$ cat src/rtl/load_reg_arbiter_if.sv
// Bus between the load-register arbiter, its requesting clients and the shared load register.
// The master side is the arbiter. The slave side is the clients together with the register.
interface load_reg_arbiter_if #(
  parameter int N = 4,
  parameter int W = 4
);
  logic [N-1:0]   req;
  logic [N*W-1:0] data;
  logic           load;
  logic [W-1:0]   I;
  logic [W-1:0]   A;
  logic [N-1:0]   ack;
  logic [N-1:0]   nak;
  logic           busy;
  logic           err;

  modport master (
    input  req, data, A,
    output load, I, ack, nak, busy, err
  );

  modport slave (
    output req, data, A,
    input  load, I, ack, nak, busy, err
  );
endinterface

$ cat src/rtl/load_reg_arbiter.sv
// Round-robin arbiter that loads one requester's word into the shared register.
// It reads the word back and answers with ack when it matches, or nak after the retries run out.
module load_reg_arbiter #(
  parameter int N         = 4,
  parameter int W         = 4,
  parameter int MAX_RETRY = 2
) (
  input logic                clk,
  input logic                rst,
  load_reg_arbiter_if.master bus
);
  localparam int         PW          = (N > 1) ? $clog2(N) : 1;
  localparam logic [2:0] RETRY_LIMIT = 3'(MAX_RETRY);

  typedef enum logic [1:0] {IDLE, LOAD, CHECK} state_t;

  state_t         state, state_n;
  logic [PW-1:0]  ptr, ptr_n;
  logic [PW-1:0]  win, win_n;
  logic [PW-1:0]  pick, win_inc;
  logic [W-1:0]   held, held_n;
  logic [2:0]     retry, retry_n;
  logic           err, err_n;
  logic           found;
  logic [N-1:0]   ack_c, nak_c;

  // The first set request at or after ptr wins, wrapping around past N-1.
  always_comb begin
    pick  = '0;
    found = 1'b0;
    for (int k = 0; k < N; k++) begin
      if (!found && bus.req[(int'(ptr) + k) % N]) begin
        pick  = PW'((int'(ptr) + k) % N);
        found = 1'b1;
      end
    end
  end

  assign win_inc = (win == PW'(N - 1)) ? '0 : win + PW'(1);

  always_ff @(posedge clk) begin
    if (rst) begin
      state <= IDLE;
      ptr   <= '0;
      win   <= '0;
      held  <= '0;
      retry <= '0;
      err   <= 1'b0;
    end else begin
      state <= state_n;
      ptr   <= ptr_n;
      win   <= win_n;
      held  <= held_n;
      retry <= retry_n;
      err   <= err_n;
    end
  end

  always_comb begin
    state_n = state;
    ptr_n   = ptr;
    win_n   = win;
    held_n  = held;
    retry_n = retry;
    err_n   = err;
    ack_c   = '0;
    nak_c   = '0;
    case (state)
      IDLE: begin
        if (|bus.req) begin
          win_n   = pick;
          held_n  = bus.data[int'(pick)*W +: W];
          retry_n = '0;
          state_n = LOAD;
        end
      end
      LOAD: state_n = CHECK;
      CHECK: begin
        if (bus.A == held) begin
          ack_c[win] = 1'b1;
          ptr_n      = win_inc;
          state_n    = IDLE;
        end else if (retry < RETRY_LIMIT) begin
          retry_n = retry + 3'd1;
          state_n = LOAD;
        end else begin
          nak_c[win] = 1'b1;
          err_n      = 1'b1;
          ptr_n      = win_inc;
          state_n    = IDLE;
        end
      end
      default: state_n = IDLE;
    endcase
  end

  // A reset that lands in the CHECK cycle suppresses the response that would otherwise pulse.
  assign bus.ack  = rst ? '0 : ack_c;
  assign bus.nak  = rst ? '0 : nak_c;
  assign bus.load = (state == LOAD);
  assign bus.I    = (state == LOAD) ? held : '0;
  assign bus.busy = (state != IDLE);
  assign bus.err  = err;
endmodule

$ cat src/flat_wrapper.sv
// flat-port wrapper written by rule: the top's interface ports become plain ports
module load_reg_arbiter_flat 
#(
  parameter int N         = 4,
  parameter int W         = 4,
  parameter int MAX_RETRY = 2
)
  (clk, rst, bus_req, bus_data, bus_A, bus_load, bus_I, bus_ack, bus_nak, bus_busy, bus_err);
  load_reg_arbiter_if #(.N(N), .W(W)) bus_i ();
  input logic clk;
  input logic rst;
  input wire logic [$bits(bus_i.req)-1:0] bus_req;
  input wire logic [$bits(bus_i.data)-1:0] bus_data;
  input wire logic [$bits(bus_i.A)-1:0] bus_A;
  output wire logic [$bits(bus_i.load)-1:0] bus_load;
  output wire logic [$bits(bus_i.I)-1:0] bus_I;
  output wire logic [$bits(bus_i.ack)-1:0] bus_ack;
  output wire logic [$bits(bus_i.nak)-1:0] bus_nak;
  output wire logic [$bits(bus_i.busy)-1:0] bus_busy;
  output wire logic [$bits(bus_i.err)-1:0] bus_err;
  assign bus_i.req = bus_req;
  assign bus_i.data = bus_data;
  assign bus_i.A = bus_A;
  assign bus_load = bus_i.load;
  assign bus_I = bus_i.I;
  assign bus_ack = bus_i.ack;
  assign bus_nak = bus_i.nak;
  assign bus_busy = bus_i.busy;
  assign bus_err = bus_i.err;
  load_reg_arbiter #(.N(N), .W(W), .MAX_RETRY(MAX_RETRY)) u_core (.clk(clk), .rst(rst), .bus(bus_i));
endmodule
$ cat config.mk
export PLATFORM = sky130hd
export DESIGN_NAME = load_reg_arbiter_flat
export DESIGN_NICKNAME = d
export VERILOG_FILES = /design/src/rtl/load_reg_arbiter_if.sv /design/src/rtl/load_reg_arbiter.sv /design/src/flat_wrapper.sv
export SDC_FILE = /design/constraint.sdc
export NUM_CORES = 1
export LEC_CHECK = 0
export CAP_MARGIN = 20
export CORE_ASPECT_RATIO = 0.6
export CORE_MARGIN = 1.5
export CORE_UTILIZATION = 40
export CTS_BUF_LIST = sky130_fd_sc_hd__clkbuf_8 sky130_fd_sc_hd__clkbuf_16
export CTS_CLUSTER_DIAMETER = 60
export DETAILED_ROUTE_END_ITERATION = 6
export GPL_TIMING_DRIVEN = 0
export PLACE_DENSITY = 0.77
export SLEW_MARGIN = 30
export SYNTH_ARGS = -nofsm -noshare
export SYNTH_HDL_FRONTEND = slang
export SYNTH_SLANG_ARGS = --single-unit
$ cat constraint.sdc
create_clock -name clk -period 3.9 [get_ports clk]
set_clock_uncertainty 0.15 [all_clocks]
set_input_delay 0.78 -clock clk [delete_from_list [all_inputs] [get_ports clk]]
set_output_delay 0.78 -clock clk [all_outputs]
set_load 0.01 [all_outputs]
Word level (Yosys, flattened, before mapping)
Cells that the tools add are included.
{ "classes": {"n_mux": 39, "n_addsub": 5, "shift": 1, "n_eq_ne": 8, "bitwise": 5, "n_mul": 0, "div": 0, "n_reduce_logical": 18, "n_lt_le_gt_ge": 7} }
{ "op_table": {"columns": ["operator", "count"], "rows": [
  ["$mux W4", 8],
  ["$mux W2", 9],
  ["$shiftx A16 B5 Y4", 1],
  ["$lt A3 B4 Y1 const B", 3],
  ["$mux W1", 12],
  ["$mux W3", 3],
  ["$bmux W1 S2", 4],
  ["$lt A2 B3 Y1 const B", 2],
  ["$ne A2 B1 Y1 const B", 3],
  ["$pmux W2 S3", 1],
  ["$pmux W3 S2", 1],
  ["$reduce_or A2 Y1", 3],
  ["$add A2 B1 Y2 const B", 2],
  ["$add A2 B2 Y2 const B", 2],
  ["$eq A2 B2 Y1 const B", 2],
  ["$eq A4 B4 Y1", 1],
  ["$logic_and A1 B1 Y1", 4],
  ["$reduce_and A2 Y1", 2],
  ["$reduce_and A4 Y1", 1],
  ["$reduce_bool A2 Y1", 2],
  ["$reduce_or A4 Y1", 1],
  ["$add A3 B1 Y3 const B", 1],
  ["$and A1 B1 Y1 const A", 3],
  ["$logic_not A1 Y1", 3],
  ["other kinds (8)", 9]
]} }
{ "totals": {"input_bits": 26, "ram_bits": 0, "output_inout_bits": 15, "word_cells": 89, "mem_count": 0, "reg_bits": 14, "latch_bits": 0, "rom_bits": 0} }

Depth between registers and ports, before layout
Gate-level depths: netlist of run 1.
{ "logic_depth": {"depth_word": 15, "mapped_depth": 6} }

Worst setup path after synthesis of run 1
No wires, ideal clock.
{ "synth_path": {"path_type": "input to output", "start": "in bus_A[1]", "end": "out bus_nak[0]", "path_stages": 5, "slack_ns": 1.324, "arrival_time_ns": 1.646, "path_cell_list": "xor2_1 > nor4_4 > nor2_1 > o21ai_0 > nor2_1"} }
{ "synth_via": {"elab_chain_len": 4} }
{ "synth_lines": {"columns": ["element", "line", "text"], "rows": [
  ["from (decl)", "flat_wrapper.sv:14", "input wire logic [$bits(bus_i.A)-1:0] bus_A;"],
  ["$eq A4 B4 Y1", "load_reg_arbiter.sv:79", "if (bus.A == held) begin"],
  ["$mux W4", "load_reg_arbiter.sv:79", null],
  ["$mux W4", "load_reg_arbiter.sv:68", "case (state)"],
  ["$mux W4", "load_reg_arbiter.sv:99", "assign bus.nak = rst ? '0 : nak_c;"],
  ["to (decl)", "flat_wrapper.sv:18", "output wire logic [$bits(bus_i.nak)-1:0] bus_nak;"]
]} }
No other way between the ends.

Worst setup path after layout of run 1
{ "layout_path": {"start": "in bus_A[1]", "end": "out bus_nak[2]"} }
Same word-level chain as after synthesis.

==> flow_summary.json, run 1 <==
{
  "max-slew-margin-rel_pct": 57.90,
  "cts_setup_buffers": 0,
  "start_kind": "input port",
  "initial_core_util_pct": 42.42,
  "yosys.area.top_type": "dfxtp_1",
  "wl_per_cell_um": 12.98,
  "crit_chain": "clkdlybuf4s50_1 -> xor2_1 -> nor4_4 -> nor2_1 -> o21ai_0 -> nor2_1 -> clkdlybuf4s50_1",
  "min-delay-path-class": "flip-flop to flip-flop",
  "cts.clk_slew.worst_paths_ns": 0.05,
  "grt_max_degree": 11,
  "max_freq_mhz": 277.4,
  "rr_worst_depth": 6,
  "setup.worst_path.start": "bus_A[1]",
  "cp.required_ns": 2.97,
  "design.die.area_um2": 2618,
  "wl_mm": 2.363,
  "gr-usage-all-layers_pct": 18.89,
  "tightestPinTransition_ns": 0.6248,
  "setup_viol": 0,
  "busiest_layer": "met2",
  "synthTopCellsByArea": "dfxtp_1 (30%), mux2i_1 (11%), ha_1 (6.8%), nor2_1 (6.5%), a21oi_1 (4.3%)",
  "holdBufCountCts": 0,
  "post-route-min-period_ns": 3.605,
  "drc": 0,
  "synth.distinct_cells": 30,
  "reg2reg_setup_slack_ns": 1.98,
  "synth.avg_cell_area_um2": 8.406,
  "ys.flop_type": "dfxtp_1",
  "fin_nets": 185,
  "use_met1_pct": 24.34,
  "cp_max_fo": 5,
  "num_antenna_cells": 0,
  "end_kind": "primary output",
  "syn2layout_area_growth_pct": 50.74,
  "post-dp-hpwl_mm": 1.940,
  "synth-seq-cells": 14,
  "r2r_end": "u_core.held[1]",
  "fp.dieW_um": 65.07,
  "power_density_nw_per_um2": 280.2,
  "synth_top_area_share_pct": 30.31,
  "num_io_pins": 41,
  "die_y_um": 40.24,
  "clockBufferDepth": 2,
  "htreeDepth": 1,
  "clock-sinks": 14,
  "grt_overflow": 0,
  "total_power_mw": 0.3905,
  "mappedNetlistArea_um2": 924.6,
  "final.period_utilization_pct": 92.44,
  "syn-num-nets": 141,
  "critPathKind": "input port to primary output",
  "synthTopCellsByCount": "nor2_1 (16), dfxtp_1 (14), mux2i_1 (10)",
  "synth_edf_count": 0,
  "crit_buf_inv": 2,
  "grt_pass1_wl_mm": 3.491,
  "grt_pass1_vias": 726,
  "insertion_delay_ns": 0.25,
  "syn_inst": 110,
  "fin_setup_tns_ns": 0,
  "nFillCells": 181,
  "worstHoldStart": "u_core.bus.err",
  "p_leak_nw": 0.5315,
  "cpMaxStageDelayCell": "clkdlybuf4s50_1",
  "endpoint": "bus_nak[2]",
  "finalHoldViolations": 0,
  "core-area_um2": 2180,
  "postRouteAntennaNets": 0,
  "firstDrtPassIters": 4,
  "r2r-start": "u_core.ptr[1]",
  "cts_buffers": 3,
  "port_buffers": 39,
  "synth_most_common_cell": "nor2_1",
  "peakVddDrop_v": 0.0002330,
  "rows": 13,
  "path_depth": 7,
  "crit_family": "buffers and inverters",
  "yosysSeqAreaShare_pct": 30.31,
  "gr-usage-met3_pct": 6.461,
  "rsz0062_at_grt": "false",
  "status": "finished, final reports clean",
  "yosysWarningCount": 0,
  "vias": 930,
  "async_reset_ff_share_pct": 0,
  "viasPerCell": 5.110,
  "cp.arrival_ns": 2.68,
  "cts_tree": "done",
  "cts_resized": 0,
  "drt_iter0_markers": 38,
  "place_congestion": 0.8527,
  "antenna_found_initial": 0,
  "maxCapViolCount": 0,
  "drive_gt1_share_pct": 5.921,
  "cp_slowest_stage_delay_ns": 0.51,
  "cts-root-buf": "clkbuf_8",
  "drv_slew": 0,
  "use_met2_pct": 31.19
}
==> layer usage <==
metal  part of all wire, %  vias to the layer above
met5                     0                        -
met4                  0.80                        0
met3                   6.3                        4
met2                    44                       30
met1                    49                      430
li1                      -                      466
==> sequential cells by signal, indices dropped and copies added (netlist names) <==
name            count
u_core.held         4
u_core.retry        3
u_core.ptr          2
u_core.state        2
u_core.win          2
u_core.bus.err      1
==> placed cells by master, fill, tap and decap left out <==
master / n
or3_1: 1
and2_1: 4
or2_2: 2
xnor2_1: 1
dfxtp_1: 14
clkbuf_1: 2
mux2i_1: 10
o2bb2a_1: 1
clkdlybuf4s50_1: 39
nor4_4: 1
ha_1: 5
nor4_2: 1
a311oi_1: 1
o31ai_1: 1
nor2b_1: 2
o221ai_1: 4
and2b_1: 1
inv_1: 5
nor4_1: 1
a21oi_1: 8
nor3_1: 2
nand2b_1: 6
a32oi_1: 1
o21ai_0: 2
buf_2: 1
clkbuf_8: 3
nand2_1: 7
buf_6: 1
nor2_1: 16
xor2_1: 4
or2b_1: 1
nand3b_1: 4
==> worst reg2reg max path: cells and delay by family, from the launching register on <==
family | cells | cell delay, ns
compound gates | 2 | 0.39
buf+inv | 1 | 0.30
flops | 1 | 0.44
mux | 2 | 0.46
simple gates | 1 | 0.06
==> worst min-delay path by stage <==
stage | endpoint | slack (ns) | depth (start not counted)
floorplan | u_core.ptr[0] | 0.30 | 2
global placement | u_core.bus.err | 0.30 | 2
detailed placement | u_core.bus.err | 0.30 | 2
CTS | u_core.bus.err | 0.30 | 2
global route | u_core.bus.err | 0.33 | 2
finish | u_core.bus.err | 0.30 | 2
==> stage by stage <==
stage | util (%) | cell area (µm²) | hold slack (ns) | cells | setup slack (ns)
floorplan | - | 924.6 | 0.2952 | 110 | 1.324
global placement | 62.06 | 1353 | 0.2959 | 179 | 0.3113
detailed placement | 62.06 | 1353 | 0.2958 | 179 | 0.2884
CTS | 63.95 | 1394 | 0.3035 | 182 | 0.2874
global route | 63.95 | 1394 | 0.3318 | 182 | 0.1716
finish | 63.95 | 1394 | 0.2999 | 182 | 0.2948
==> cells by family (layout without fill, tap and decap cells) <==
family                     count (synthesis)  count (layout)  share of synthesized area (%)
muxes                                     10              10                          10.83
AOI/OAI and AO/OA                         18              18                          12.99
xor gates and xnor gates                   5               5                          4.736
DFF                                       14              14                          30.31
and+or+nand+nor                           49              49                          29.77
buffers and inverters                      9              51                          4.601
adders and majority gates                  5               5                          6.766
==> report_power, final <==
part / internal, mW / switching, mW
logic: 0.0608 / 0.0495
clock network: 0.0684 / 0.0496
registers: 0.153 / 0.00966
==> cell type report <==
class	instances	area (µm²)	share of cell area (%)
multi-input combinational	87	601.8	43.18
timing repair buffer	39	390.4	28.01
sequential	14	280.3	20.11
clock buffer	3	41.29	2.962
tap	30	37.54	2.693
buffer	4	23.77	1.706
inverter	5	18.77	1.346
No activity file was read; power rests on OpenSTA's default activity.
==> run 2, diff against run 1 <==
- SETUP_SLACK_MARGIN: not set -> 0.4
==> run 2 against run 1 <==
  * Critical path depth is 1 lower
  * Sequential share of layout area is 0.37 points lower
  * Worst hold slack better by 0.0012 ns
  * Via count down 0.65%
  * Die area unchanged
  * Worst setup slack improved by 0.15 ns
  * Register-to-register slack hardly changed
  * Largest power group unchanged
==> flow_summary.json, run 2 (synthesized netlist as in run 1, its figures left out) <==
{
  "finish.utilization_pct": 65.16,
  "finalHoldViolations": 0,
  "design.die.area_um2": 2618,
  "num_io_pins": 41,
  "cts_tree": "done",
  "postRouteAntennaNets": 0,
  "fin_ws_ns": 0.4465,
  "cts-root-buf": "clkbuf_8",
  "drc": 0,
  "cp.required_ns": 2.97,
  "grt_max_degree": 11,
  "wl_mm": 2.406,
  "share_seq_of_total_power_pct": 41.4,
  "gr-usage-all-layers_pct": 19.27,
  "final.period_utilization_pct": 88.55,
  "vias": 924,
  "cts.clk_slew.worst_paths_ns": 0.05,
  "htreeDepth": 1,
  "final_common_cell": "clkdlybuf4s50_1",
  "grt_pass1_vias": 742,
  "insertion_delay_ns": 0.25,
  "num_antenna_cells": 0,
  "cp.arrival_ns": 2.52,
  "drv_slew": 0,
  "power_density_nw_per_um2": 276.3,
  "maxCapViolCount": 0,
  "max_freq_mhz": 289.6,
  "regArea_um2": 280.3,
  "port_buffers": 39,
  "stdcell_count": 183,
  "fin_setup_tns_ns": 0,
  "switchingPower_mw": 0.1095,
  "tightestPinTransition_ns": 0.5203,
  "post-route-min-period_ns": 3.454,
  "multi_input_area_um2": 608.1,
  "min-delay-path-class": "flip-flop to flip-flop",
  "p_int_mw": 0.2829,
  "grt_overflow": 0,
  "post-dp-hpwl_mm": 1.940,
  "initial_core_util_pct": 42.42,
  "end_kind": "primary output",
  "fin_nets": 186,
  "viasPerCell": 5.049,
  "final_area_um2": 1420,
  "drive_gt1_share_pct": 7.843,
  "fp.dieW_um": 65.07,
  "switching_share_pct": 27.90,
  "clock-sinks": 14,
  "p_leak_nw": 0.6317,
  "antenna_found_initial": 0,
  "cts_buffers": 3,
  "place_congestion": 0.8527,
  "firstDrtPassIters": 4,
  "dp_slack_ns": 0.2884,
  "max-slew-margin-rel_pct": 65.02,
  "top_regs": "u_core.held (4), u_core.retry (3)",
  "peakVddDrop_v": 0.0002333,
  "syn2layout_area_growth_pct": 53.59,
  "start_kind": "input port",
  "die_y_um": 40.24,
  "critPathKind": "input port to primary output",
  "combPwrFrac_pct": 28.6,
  "grt_pass1_wl_mm": 3.567,
  "nFillCells": 183,
  "place_inst": 179,
  "rsz0062_at_grt": "true",
  "drt_iter0_markers": 51,
  "core-area_um2": 2180,
  "status": "finished, final reports clean",
  "max_flop_register": "u_core.held",
  "cp_max_fo": 4,
  "wl_per_cell_um": 13.15,
  "holdBufCountCts": 0,
  "clockBufferDepth": 2,
  "rows": 13,
  "largest_register_ffs": 4,
  "placed_area_um2": 1353,
  "setup_viol": 0,
  "final_cell_mix": "clkdlybuf4s50_1 (34), nor2_1 (16), dfxtp_1 (14), mux2i_1 (10), a21oi_1 (8)",
  "pwr-share-clk_pct": 30.1
}
-- run 2: layer usage --
metal	track usage (%)	vias up	share of wire [%]
met5	0	-	0
met4	4.688	0	0.79
met3	6.461	4	6.6
met2	31.96	29	44
met1	24.83	423	49
li1	-	468	-
-- run 2: what timing repair did --
item | in CTS | in global routing
setup endpoints to repair | 8 | 8
gates resized for setup | 3 | 5
buffers inserted | 1 | 0
pin swaps | 1 | 1
-- run 2: cell type report --
class	instances	area share, %
timing repair buffer	40	28.90
clock buffer	3	2.907
tap	30	2.643
multi-input combinational	87	42.82
sequential	14	19.74
inverter	5	1.322
buffer	4	1.674
-- run 2: per-stage QoR --
| step | hold WS (ns) | total power, mW |
|---|---|---|
| after global routing | 0.3318 | 0.4115 |
| after detailed placement | 0.2958 | 0.2750 |
| after floorplan | 0.2952 | 0.2240 |
| after CTS | 0.3035 | 0.3942 |
| final | 0.3011 | 0.3924 |
| after global placement | 0.2959 | 0.2711 |
-- run 2: critical path, cell delays in order --
cell,delay [ns]
clkdlybuf4s50_1,0.41
xor2_1,0.17
nor4_4,0.36
nand2_2,0.15
nor2_1,0.12
clkdlybuf4s50_1,0.54
-- run 2: path summary, 6_finish.rpt --
check                           slack [ns]             end  cells after the start      startpoint
worst min-delay path                  0.30  u_core.bus.err                      2  u_core.bus.err
worst max register to register        1.99   u_core.ptr[1]                      6  u_core.held[3]
worst min register to register        0.30  u_core.bus.err                      2  u_core.bus.err
worst max-delay path                  0.45      bus_ack[2]                      6        bus_A[1]
-- run 2: power groups by stage --
| stage | clock (mW) | combinational (mW) | sequential, mW |
|---|---|---|---|
| 6_report | 0.118 | 0.112 | 0.162 |
| 5_1_grt | 0.125 | 0.122 | 0.164 |
| 4_1_cts | 0.119 | 0.113 | 0.162 |
| 3_5_place_dp | 0 | 0.110 | 0.165 |
| 3_3_place_gp | 0 | 0.107 | 0.165 |
| 2_1_floorplan | 0 | 0.0623 | 0.162 |
